`config.mk`:
```
export PLATFORM = sky130hd
export DESIGN_NAME = led_fader
export DESIGN_NICKNAME = d
export VERILOG_FILES = /design/src/rtl/led_fader_pkg.sv /design/src/rtl/led_fade_channel.sv /design/src/rtl/led_fader.sv
export SDC_FILE = /design/constraint.sdc
export NUM_CORES = 1
export LEC_CHECK = 0
export CELL_PAD_IN_SITES_DETAIL_PLACEMENT = 0
export CELL_PAD_IN_SITES_GLOBAL_PLACEMENT = 1
export CORE_MARGIN = 2
export CORE_UTILIZATION = 33
export CTS_CLUSTER_DIAMETER = 80
export CTS_CLUSTER_SIZE = 8
export DETAILED_ROUTE_END_ITERATION = 10
export PLACE_DENSITY_LB_ADDON = 0.1
export SYNTH_ARGS = -nofsm -noshare
export SYNTH_HDL_FRONTEND = slang
export SYNTH_SLANG_ARGS = --single-unit
export TNS_END_PERCENT = 50
```
`constraint.sdc`:
```
create_clock -name clk -period 4.65 [get_ports clk]
set_clock_uncertainty 0.2 [all_clocks]
set_input_delay 1.395 -clock clk [delete_from_list [all_inputs] [get_ports clk]]
set_output_delay 1.395 -clock clk [all_outputs]
set_load 0.005 [all_outputs]
```
`src/rtl/led_fader_pkg.sv`:
```
// led_fader_pkg: channel state type and LVL_MAX helper shared by led_fader and led_fade_channel
package led_fader_pkg;
  typedef enum logic [1:0] {CH_OFF, CH_RISE, CH_ON, CH_FALL} ch_state_t;
  function automatic int lvl_max(input int width);
    return (1 << width) - 1;
  endfunction
endpackage

```
`src/rtl/led_fade_channel.sv`:
```
// led_fade_channel: one LED level ramp plus PWM compare; LED_FADER_GAMMA_EN selects a registered gamma-2 duty
module led_fade_channel
  import led_fader_pkg::*;
#(
  parameter int PWM_WIDTH = 8
) (
  input  logic                 clk,
  input  logic                 rst_n,
  input  logic                 enable,
  input  logic                 target_on,
  input  logic                 step_tick,
  input  logic [PWM_WIDTH-1:0] pwm_cnt,
  output logic                 led,
  output logic                 settled
);
  localparam logic [PWM_WIDTH-1:0] LVL_MAX = PWM_WIDTH'(lvl_max(PWM_WIDTH));
  ch_state_t state;
  logic [PWM_WIDTH-1:0] level_q, level_d, target, duty;
  logic led_q, led_d;
`ifdef LED_FADER_GAMMA_EN
  logic [PWM_WIDTH-1:0] duty_q, duty_d;
`endif
  always_comb begin
    target = target_on ? LVL_MAX : '0;
    state = level_q < target ? CH_RISE : level_q > target ? CH_FALL : target_on ? CH_ON : CH_OFF;
    level_d = !step_tick ? level_q :
              state == CH_RISE ? level_q + PWM_WIDTH'(1) :
              state == CH_FALL ? level_q - PWM_WIDTH'(1) : level_q;
`ifdef LED_FADER_GAMMA_EN
    duty_d = level_q == LVL_MAX ? LVL_MAX :
             PWM_WIDTH'(({{PWM_WIDTH{1'b0}}, level_q} * {{PWM_WIDTH{1'b0}}, level_q}) >> PWM_WIDTH);
    duty = duty_q;
`else
    duty = level_q;
`endif
    led_d = enable && pwm_cnt < duty;
    settled = level_q == target;
  end
  always_ff @(posedge clk) begin
    if (!rst_n) begin
      level_q <= '0;
      led_q <= 1'b0;
`ifdef LED_FADER_GAMMA_EN
      duty_q <= '0;
`endif
    end else begin
      level_q <= level_d;
      led_q <= led_d;
`ifdef LED_FADER_GAMMA_EN
      duty_q <= duty_d;
`endif
    end
  end
  assign led = led_q;
endmodule

```
`src/rtl/led_fader.sv`:
```
// led_fader: fades NUM_CH LEDs toward pattern_in with per-channel PWM; define LED_FADER_GAMMA_EN for gamma-2 duty
module led_fader
  import led_fader_pkg::*;
#(
  parameter int NUM_CH    = 4,
  parameter int PWM_WIDTH = 8,
  parameter int STEP_DIV  = 98_000,
  parameter int DIV_WIDTH = 32
) (
  input  logic              clk,
  input  logic              rst_n,
  input  logic              enable,
  input  logic [NUM_CH-1:0] pattern_in,
  output logic [NUM_CH-1:0] led_out,
  output logic              busy,
  output logic              pwm_sync
);
  localparam logic [PWM_WIDTH-1:0] LVL_MAX = PWM_WIDTH'(lvl_max(PWM_WIDTH));
  logic [NUM_CH-1:0] pattern_q, pattern_d, settled;
  logic [DIV_WIDTH-1:0] step_cnt_q, step_cnt_d;
  logic [PWM_WIDTH-1:0] pwm_cnt_q, pwm_cnt_d;
  logic busy_q, busy_d, pwm_sync_q, pwm_sync_d, step_tick;
  always_comb begin
    step_tick = enable && step_cnt_q == DIV_WIDTH'(STEP_DIV - 1);
    pattern_d = pattern_in;
    step_cnt_d = !enable ? step_cnt_q : step_tick ? '0 : step_cnt_q + DIV_WIDTH'(1);
    pwm_cnt_d = !enable ? pwm_cnt_q : pwm_cnt_q == LVL_MAX - PWM_WIDTH'(1) ? '0 : pwm_cnt_q + PWM_WIDTH'(1);
    busy_d = ~&settled;
    pwm_sync_d = enable && pwm_cnt_q == '0;
  end
  always_ff @(posedge clk) begin
    if (!rst_n) begin
      pattern_q <= '0;
      step_cnt_q <= '0;
      pwm_cnt_q <= '0;
      busy_q <= 1'b0;
      pwm_sync_q <= 1'b0;
    end else begin
      pattern_q <= pattern_d;
      step_cnt_q <= step_cnt_d;
      pwm_cnt_q <= pwm_cnt_d;
      busy_q <= busy_d;
      pwm_sync_q <= pwm_sync_d;
    end
  end
  for (genvar i = 0; i < NUM_CH; i++) begin : g_ch
    led_fade_channel #(.PWM_WIDTH(PWM_WIDTH)) u_ch (
      .clk      (clk),
      .rst_n    (rst_n),
      .enable   (enable),
      .target_on(pattern_q[i]),
      .step_tick(step_tick),
      .pwm_cnt  (pwm_cnt_q),
      .led      (led_out[i]),
      .settled  (settled[i])
    );
  end
  assign busy = busy_q;
  assign pwm_sync = pwm_sync_q;
endmodule

```
# == Word level (Yosys, flattened, before mapping) ==
# Cells that the tools add are included.
# word_totals
elab_cells,92
in_bits,7
memories,0
ram_bits,0
mem_bits_ro,0
ff_bits,82
latch_bits,0
output_inout_bits,6
# classes
addsub,10
magnitude_cmp,12
mul,0
mux,26
n_div,0
shifts,0
n_eq_ne,14
bitwise,0
n_reduce_logical,17
# ops
op,n
8-bit 2-to-1 mux,13
8-bit < comparator,8
8-bit by 1-bit adder with 8-bit output (second input constant),5
32-bit by 1-bit adder with 32-bit output (second input constant),1
32-bit by 17-bit == test with 1-bit output (second input constant),1
8-bit == test,4
8-bit greater-than comparator,4
32-bit 2-to-1 mux,1
8-bit by 1-bit subtractor with 8-bit output (second input constant),4
2-bit 2-to-1 mux,12
2-bit by 1-bit == test with 1-bit output (second input constant),4
2-bit == test (second input constant),4
8-bit == test (second input constant),1
8-bit zero test,1
2-bit AND reduction,4
2-bit nonzero test,4
1-bit logical AND,6
4-bit AND reduction,1
1-bit zero test,1

# == Longest topological paths before layout ==
# logic_depth
depth_word,7
ltp_mapped,13
depth_no_buf,13

# == Cells and area by module ==
# From an unflattened synthesis, not the netlist that was laid out.
# hier_totals
hier_cells,765
hier_area_um2,6364.9
# by_module_without_submodules
module,seq_area_each_um2,instances,area_per_inst_um2,cells_per_inst
led_fade_channel,180.2,4,1029.7,128
led_fader,920.9,1,2245.9,253

# == Least setup slack after synthesis ==
# No wires, ideal clock.
# synth_path
kind,register to register
start,register pattern_q[1]
end,register g_ch[1].u_ch.level_q[7]
stages_incl_launch_ff,14
period_less_slack_ps,3196
path_slack_ps,1454
n_path_buf,0
setup_ps,72
arrival_time_ps,2924
required_ps,4378
path_cell_list,dfxtp_1 > inv_1 > ha_1 > nor2b_1 > o211ai_1 > a21oi_1 > or2_2 > ha_1 > nand3_1 > o211ai_1 > o41ai_1 > or3_1 > a211oi_1 > mux2i_1
# synth_via
elab_chain_len,7
word_cells_on_any_way,11
classes_between,order compare (2); eq/ne (2); mux (5); reduce/logical (2)
# synth_rtl
item,line_no,text
"start, declared",led_fader.sv:19,"logic [NUM_CH-1:0] pattern_q, pattern_d, settled;"
"start signal, assigned",led_fader.sv:39,pattern_q <= pattern_d;
8-bit 2-to-1 mux,led_fade_channel.sv:24,target = target_on ? LVL_MAX : '0;
8-bit greater-than comparator,led_fade_channel.sv:25,state = level_q < target ? CH_RISE : level_q > target ? CH_FALL : target_on ? CH_ON : CH_OFF;
2-bit 2-to-1 mux,led_fade_channel.sv:25,
2-bit 2-to-1 mux (*),led_fade_channel.sv:25,
2-bit == test / 2-bit by 1-bit == test with 1-bit output (equally long branches),"led_fade_channel.sv:28, led_fade_channel.sv:27",
2-bit nonzero test (no line),--,
2-bit AND reduction (no line),--,
"end signal, assigned",led_fade_channel.sv:47,level_q <= level_d;
"end, declared",led_fade_channel.sv:18,"logic [PWM_WIDTH-1:0] level_q, level_d, target, duty;"
# Every way passes the cells marked *; elsewhere a longest branch is shown, timed or not.
# A chain may end at the register's enable or synchronous reset.

# == Final worst setup path ==
# layout_path
start,register pattern_q[0]
end,register g_ch[0].u_ch.level_q[7]
# layout_via
elab_chain_len,7
word_cells_on_any_way,11
classes_between,order compare (2); eq/ne (2); mux (5); reduce/logical (2)
# layout_rtl
item,line_no
8-bit 2-to-1 mux,led_fade_channel.sv:24
8-bit greater-than comparator,led_fade_channel.sv:25
2-bit 2-to-1 mux,led_fade_channel.sv:25
2-bit 2-to-1 mux (*),led_fade_channel.sv:25
2-bit == test / 2-bit by 1-bit == test with 1-bit output (equally long branches),"led_fade_channel.sv:28, led_fade_channel.sv:27"
2-bit nonzero test (no line),--
2-bit AND reduction (no line),--
"end signal, assigned",led_fade_channel.sv:47
"end, declared",led_fade_channel.sv:18
# Marks and branches as above.

==> impl_metrics.ini <==
[clocking]
hold_buffers = 0
cts_setup_buffers = 0
post_cts_resized = 0
clock-sinks = 82
cts.root.buffer_cell = clkbuf_16
cts.path.max_buffers = 2
clk_latency_ps = 350
h-tree-depth = 3
cts_tree = built
clk_pin_slew_ps = 70
cts_buffers = 9

[layout]
final_common_cell = ha_1
fin_area_sq_um = 6510
fillers = 1769
drive_above_1_share_pct = 3.87
diodes = 0
nets = 818
syn_to_final_growth_pct = 10.7
layout_common_cells = ha_1 (88), dfxtp_1 (82), nor2_1 (58), inv_1 (53), nand3_1 (51)

[flow_run]
cap_viol_max_count = 0

[global_route]
overflow = 0
antenna_found_initial = 0
grtUsageTotal_pct = 17.0
grt_pass1_wl_um = 25000
grt_max_degree = 34
grt_pass1_vias = 4936

[yosys]
synthTopCellsByArea = dfxtp_1 (28%), ha_1 (19%), xor2_1 (4.6%)
syn_inst = 710
synth_nets = 809
postSynth.asyncResetShare_pct = 0
avgSynthCellArea_sq_um = 8.28
synth.yosys.seq_area_share_pct = 27.9
yosysTopAreaCell = dfxtp_1
synth_edf_count = 0
synth_top_area_share_pct = 27.9
syn-cell-area_sq_um = 5880
ys_ff_latch = 82
synth_ff_type = dfxtp_1
yosysWarnings = 0
yosysUniqueCellTypes = 49

[place]
portBuffers = 12
place_area_sq_um = 6230
place.gp.congestion = 0.738
hpwlAfterDp_um = 11000

[sta]
max_slew_margin_pct = 45.1
clock.fmax_mhz = 264
grt_setup_unrepaired = no
fin_crit_sh_pct = 81.3
drv_slew = 0
worst_slew_pin_slew_ps = 816
timing.setup.tns_ps = 0
fin_crit_ps = 3780
setup_viol = 0
finalHoldViolations = 0

[route]
antenna_left = 0
drc_errors = 0
drt_first_pass_iters = 4
wl_per_cell_um = 15.6
wl_um = 14800
vias = 4961
drtIter0Drc = 254
via_per_inst = 5.23

[die]
rows = 48
die_h_um = 137
die_x_um = 137
coreArea_sq_um = 17400
dieArea_sq_um = 18900
start_util_pct = 33.9
num_io_pins = 13

[setup_path]
cp-start-kind = register
cpMaxStageDelayCell = o41ai_1
endpoint_kind = register
worstPathMaxFanout = 7
critical_path_class = reg2reg
max_stage_delay_ps = 490
cp.required_ps = 4720
path_cells = inv_1 > ha_1 > nor2b_1 > o211ai_1 > a21oi_1 > or2_2 > ha_1 > a21oi_1 > o211ai_1 > o41ai_1 > o21ai_0 > a211oi_1 > mux2i_1
arrival_ps = 3850

[hold_path]
hold_class = reg2reg

[power_and_ir_drop]
peakVddDrop_v = 0.000183
powerDensity_nw_per_um2 = 238
leakage_nw = 2.51

[outcome]
status = finished clean
sequential cells by signal, indices dropped and copies added, names as in the netlist:
name            flops
step_cnt_q         32
pwm_cnt_q           8
pattern_q           4
g_ch.u_ch.duty     32
g_ch.u_ch.led       4
pwm_sync            1
busy                1
synthesized netlist by cell type, types with 9 or more instances:
master / number
ha_1: 88
dfxtp_1: 82
nor2_1: 58
inv_1: 53
nand3_1: 51
a21oi_1: 50
o21ai_0: 43
nand2_1: 36
xor2_1: 31
xnor2_1: 21
nand4_1: 19
a21o_1: 16
nor4_1: 15
o21bai_1: 12
o211ai_1: 9
worst max-delay path, delay by kind of cell (launching register included):
| family | cells | cell delay, ps |
|---|---|---|
| AOI/OAI and AO/OA | 7 | 1670 |
| adders and majority gates | 2 | 580 |
| buffers and inverters | 1 | 180 |
| DFF | 1 | 310 |
| muxes | 1 | 220 |
| and+or+nand+nor | 2 | 540 |
where the power goes:
| group | internal (W) | leakage (nW) | switching (W) |
|---|---|---|---|
| registers | 0.000709 | 0.663 | 0.00000833 |
| logic | 0.0000596 | 1.71 | 0.0000790 |
| clock network | 0.000380 | 0.136 | 0.000312 |
logic make-up (layout without fill, tap and decap cells):
kind of cell	count (synthesis)	count (layout)	share of synthesized area, %
AOI/OAI and AO/OA	169	169	17.7
xor gates and xnor gates	52	52	7.75
adders and majority gates	92	92	20.1
buffers and inverters	73	87	5.17
DFF	82	82	27.9
muxes	5	5	0.851
and+or+nand+nor	237	237	20.5
worst paths after layout:
kind	end	depth (start not counted)	slack (ps)	start
hold reg to reg	g_ch[3].u_ch.duty[7]	2	290	g_ch[3].u_ch.duty[7]
hold / removal	g_ch[3].u_ch.duty[7]	2	290	g_ch[3].u_ch.duty[7]
setup / recovery	g_ch[0].u_ch.duty[7]	13	870	pattern_q[0]
setup reg to reg	g_ch[0].u_ch.duty[7]	13	870	pattern_q[0]
metrics by stage:
stage | worst slack (ps) | hold slack [ps] | total power, W | instances | utilization [%]
after global placement | 695 | 268 | 0.000868 | 933 | 35.9
after floorplan | 1450 | 252 | 0.000832 | 710 | -
after global routing | 469 | 297 | 0.00163 | 949 | 37.5
after CTS | 862 | 286 | 0.00157 | 949 | 37.5
final | 868 | 288 | 0.00155 | 949 | 37.5
after detailed placement | 648 | 275 | 0.000872 | 933 | 35.9
area by class of cell:
type,count,area (sq um),area share (%)
Clock buffer,11,243,3.73
Inverter,53,199,3.06
Multi-Input combinational cell,555,3940,60.5
Timing Repair Buffer,18,165,2.54
Tap cell,225,282,4.33
Clock inverter,5,38.8,0.596
Sequential cell,82,1640,25.2
per-layer routing:
metal / routed length (um) / vias up / global-route usage [%] / share of wire, %
met5: 0 / - / 0 / 0
met4: 168 / 0 / 3.55 / 1.1
met3: 323 / 14 / 3.64 / 2.2
met2: 6790 / 40 / 28.4 / 46
met1: 7550 / 2331 / 22.5 / 51
li1: - / 2576 / - / -
Note: power is estimated with default switching activity, not from simulation.
